### config.mk
export PLATFORM = sky130hd
export DESIGN_NAME = dmem_bridge
export DESIGN_NICKNAME = d
export VERILOG_FILES = /design/src/rtl/dmem_bridge.sv
export SDC_FILE = /design/constraint.sdc
export NUM_CORES = 1
export LEC_CHECK = 0
export CORE_MARGIN = 2
export CORE_UTILIZATION = 30
export DETAILED_ROUTE_END_ITERATION = 10
export SYNTH_ARGS = -nofsm -noshare
export SYNTH_HDL_FRONTEND = slang
export SYNTH_SLANG_ARGS = --single-unit
export TNS_END_PERCENT = 1
### constraint.sdc
create_clock -name clk_i -period 1.8 [get_ports clk_i]
set_input_delay 0.36 -clock clk_i [delete_from_list [all_inputs] [get_ports clk_i]]
set_output_delay 0.36 -clock clk_i [all_outputs]
set_load 0.02 [all_outputs]
### src/rtl/dmem_bridge.sv
// dmem_bridge: stalls the single-cycle CPU's memory stage across a req/ack
// transaction with a slow data memory, returns registered load data, and
// raises a sticky error on misaligned accesses or memory timeouts.
module dmem_bridge #(
  parameter int TIMEOUT = 16
) (
  input  logic        clk_i,
  input  logic        rst_i,
  input  logic        mem_read_i,
  input  logic        mem_write_i,
  input  logic [31:0] addr_i,
  input  logic [31:0] wdata_i,
  output logic [31:0] rdata_o,
  output logic        stall_o,
  output logic        err_o,
  output logic        mem_req_o,
  output logic        mem_we_o,
  output logic [31:0] mem_addr_o,
  output logic [31:0] mem_wdata_o,
  input  logic        mem_ack_i,
  input  logic [31:0] mem_rdata_i
);

  // Wait counter counts REQ cycles already spent without an ack.
  localparam int              CW       = (TIMEOUT > 1) ? $clog2(TIMEOUT) : 1;
  localparam logic [CW-1:0]   CNT_LAST = CW'(TIMEOUT - 1);

  typedef enum logic [1:0] {
    S_IDLE = 2'd0,
    S_REQ  = 2'd1,
    S_DONE = 2'd2
  } state_t;

  state_t        r_state;
  state_t        w_next;
  logic [CW-1:0] r_cnt;
  logic          r_we;
  logic [31:0]   r_addr;
  logic [31:0]   r_wdata;
  logic [31:0]   r_rdata;
  logic          r_err;

  logic          w_access;
  logic          w_aligned;
  logic          w_last;
  logic          w_start;

  assign w_access  = mem_read_i | mem_write_i;
  assign w_aligned = (addr_i[1:0] == 2'b00);
  assign w_last    = (r_cnt == CNT_LAST);
  assign w_start   = (r_state == S_IDLE) && w_access;

  // State register.
  // NOTE: every clocked block uses non-blocking (<=) assignments so all
  // registers update together from the values present before the edge.
  always_ff @(posedge clk_i or negedge rst_i) begin
    if (!rst_i) r_state <= S_IDLE;
    else        r_state <= w_next;
  end

  // Next-state logic: misaligned accesses skip the memory entirely.
  // NOTE: w_next gets a default before the case so no path leaves it
  // unassigned, which would otherwise infer a latch.
  always_comb begin
    w_next = r_state;
    case (r_state)
      S_IDLE:  if (w_access) w_next = w_aligned ? S_REQ : S_DONE;
      S_REQ:   if (mem_ack_i || w_last) w_next = S_DONE;
      S_DONE:  w_next = S_IDLE;
      default: w_next = S_IDLE;
    endcase
  end

  // Outputs decoded from state; the IDLE stall depends on the live request so
  // the CPU is held in the same cycle the memory instruction appears.
  always_comb begin
    mem_req_o = 1'b0;
    stall_o   = 1'b0;
    case (r_state)
      S_IDLE:  stall_o = w_access;
      S_REQ:   begin
        mem_req_o = 1'b1;
        stall_o   = 1'b1;
      end
      default: begin
        mem_req_o = 1'b0;
        stall_o   = 1'b0;
      end
    endcase
  end

  // Capture the access at the start of an instruction; held through REQ.
  always_ff @(posedge clk_i or negedge rst_i) begin
    if (!rst_i) begin
      r_addr  <= '0;
      r_wdata <= '0;
      r_we    <= 1'b0;
    end else if (w_start) begin
      r_addr  <= addr_i;
      r_wdata <= wdata_i;
      r_we    <= mem_write_i;
    end
  end

  // Wait counter: cleared on entry to REQ, advances while no ack, stops at
  // the last allowed cycle so it never wraps.
  always_ff @(posedge clk_i or negedge rst_i) begin
    if (!rst_i) begin
      r_cnt <= '0;
    end else if (w_start && w_aligned) begin
      r_cnt <= '0;
    end else if ((r_state == S_REQ) && !mem_ack_i && !w_last) begin
      r_cnt <= r_cnt + 1'b1;
    end
  end

  // Load data and sticky error; acks outside REQ never reach this logic.
  always_ff @(posedge clk_i or negedge rst_i) begin
    if (!rst_i) begin
      r_rdata <= '0;
      r_err   <= 1'b0;
    end else if (w_start && !w_aligned) begin
      r_rdata <= '0;
      r_err   <= 1'b1;
    end else if (r_state == S_REQ) begin
      if (mem_ack_i) begin
        if (!r_we) r_rdata <= mem_rdata_i;
      end else if (w_last) begin
        if (!r_we) r_rdata <= '0;
        r_err <= 1'b1;
      end
    end
  end

  assign rdata_o     = r_rdata;
  assign err_o       = r_err;
  assign mem_we_o    = r_we;
  assign mem_addr_o  = r_addr;
  assign mem_wdata_o = r_wdata;

endmodule
==> impl_results.md <==
* Worst Tran Pin Value at 0.437 ns
* Largest cells by area after synthesis: dfrtp_1 (66%), mux2_2 (13%), a22o_1 (7.4%)
* Max-slew violations at 0
* Leakage power at 2.72 nW
* Die Area at 14000 um2
* Most frequent cells after synthesis: dfrtp_1 (104), mux2_2 (47), a22o_1 (33), mux2_1 (17), buf_2 (13)
* FF+latch area at 2600 um2
* Fmax at 566 MHz
* Area leader, netlist: dfrtp_1
* CTS tree: done
* Total power at 0.00844 W
* PortBufs at 200
* Tcrit/Tclk final at 0.981
* Worst-path maximum fanout at 2
* Ant. Diodes at 0
* Max-slew headroom at 0.708
* Syn nets at 355
* Kind of critical path: in -> out
* Syn Inst Count at 253
* Routed WL per cell at 16.1 um
* Clk sinks at 104
* Sequential fraction of the synthesis area at 0.663
* Arrival time worst endpoint at 1.41 ns
* Placed cells at 623
* WL final at 10300 um
* Total track usage at 0.152
* Initial core utilization at 0.310
* GPL Wtd Cong at 0.809
* Total gr overflow at 0
* Async set-reset flop share out of synthesis at 1.00
* Final hold viol count at 0
* Final Hold Slack at 0.424 ns
* Layout cells sized above 1 at 0.182
* Vias in the first global route at 3118
* FILL cells at 1122
* Clk buf depth at 2
* Post-Route Utilization at 0.514
* Final std cells w/o fill at 640
* DR iter-0 viols at 120
* Required time worst endpoint at 1.44 ns
* Share of the synthesized area in the top cell type at 0.663
* Post-synth EDFFs at 0
* Hold crit path type: in -> async
* Layout Cell Area excl Fill at 6520 um2
* I/O pin cnt at 201
* Largest net degree at the start of global routing at 57
* Multi-input gate area in the final layout at 1260 um2
* Number of setup buffers added after CTS at 0
* First-pass GRT wire length at 16800 um
* Die span in y at 118 um
* Count of final setup violators at 0
* Most numerous cell in the Yosys netlist: dfrtp_1
* VDD IR max at 0.555 mV
* Status: complete, no violations
* Num rows at 41
* Vias at 2975
* Post-route minimum period at 1.77 ns
* Yosys warnings at 0
* RSZ-0062 raised after global routing: true
* Critical Path Sink Type: primary output
* Area Overhead vs Synth at 66.1%
* HPWL after DPL at 7600 um
* Predominant post-synthesis flop cell: dfrtp_1
* Pwr dens at 1300 nW/um2
* Fin Clk Skew at 0.00778 ns
* Cell Area, Synth at 3920 um2
* Post-place instance area at 6230 um2
* Synth Register Bits at 104
* DRC Markers at 0
* Critical Path Start Type: input pin
* Vias per cell at 4.65
* Num CTS Buffers at 9
* Max Cap Violations at 0
* Final ANT Viol Nets at 0
* Root buf cell: clkbuf_16
* Die Wd at 118 um
* Clk slew on worst S/H paths at 0.07 ns
* First-pass iteration count of the detailed router at 4
* Nets at 565
* Number of library cell types mapped by synthesis at 30
* H-tree depth at 3
* Initial antenna violation count at 0
* Mapped Avg Cell Area at 15.5 um2
* Worst-skew pair later-pin latency at 0.34 ns
* Core ar. at 12700 um2
registers in the layout, summed over array words and instances, names as in the netlist:
register	count
r_cnt	4
mem_we_o	1
r_state	2
mem_addr_o	32
rdata_o	32
mem_wdata_o	32
err_o	1
worst max-delay path: stages:
cell and delay, ns:
clkdlybuf4s50_1 0.43, or2_2 0.32, nor2_1 0.09, nor2_1 0.04
buf_2 0.17
layout make-up:
cell class,instances,share of cell area
Timing Repair Buffer,213,0.331
Sequential cell,104,0.400
Clock buffer,9,0.0346
Tap cell,172,0.0330
Inverter,1,0.000576
Multi-Input combinational cell,134,0.193
Clock inverter,7,0.00845
through the flow:
stage | TNS (ns) | worst slack [ns]
after detailed placement | -19.86 | -0.348
after global routing | -0.00206 | -0.00206
after CTS | 0 | 0.0184
final | 0 | 0.0338
after global placement | -16.46 | -0.331
after floorplan | 0 | 0.251
repair_timing:
item                                   4_1_cts  5_1_grt
endpoints found under the hold margin       17        0
hold buffers                                 1        0
setup endpoints to repair                    2        2
gates resized for setup                      6        1
routing by layer:
| layer | routed length [um] | GRT usage |
|---|---|---|
| met5 | 0 | 0 |
| met2 | 4980 | 0.245 |
| met4 | 146 | 0.0565 |
| met1 | 4460 | 0.193 |
| met3 | 749 | 0.0458 |
cells in the final DEF, fill, tap and decap left out, types with 2 or more instances in the layout:
master	count
a21oi_1	4
a22o_1	33
buf_12	5
buf_4	8
clkbuf_16	9
clkdlybuf4s50_1	197
clkinvlp_4	2
dfrtp_1	103
inv_6	3
mux2_1	17
mux2_2	47
nand2_1	4
nand3_1	2
nor2_1	4
nor3_1	2
nor4_1	2
o21ai_0	2
or2_2	2
kinds of logic after synthesis:
| family | count (synthesis) | synth area share |
|---|---|---|
| AOI/OAI and AO/OA | 43 | 0.0896 |
| adders and majority gates | 1 | 0.00319 |
| DFF | 104 | 0.663 |
| muxes | 64 | 0.184 |
| buffers and inverters | 15 | 0.0185 |
| and+or+nand+nor | 26 | 0.0418 |
worst paths after layout:
path	from	endpoint	slack (ns)	cells after the start
max	mem_write_i	stall_o	0.03	5
min	rst_i	rdata_o[2]	0.42	2
max reg2reg	r_state[1]	mem_wdata_o[12]	0.20	3
min reg2reg	err_o	err_o	0.48	2
max in group asynchronous	rst_i	mem_wdata_o[20]	0.70	3
min in group clk_i	err_o	err_o	0.48	2
power by group:
part           switching [W]  internal, W  leakage (nW)
Clock               0.000899     0.000953         0.133
Combinational        0.00152      0.00180          1.30
Sequential          0.000328      0.00295          1.29
Total                0.00275      0.00570          2.72
No activity file was read; power rests on OpenSTA's default activity.
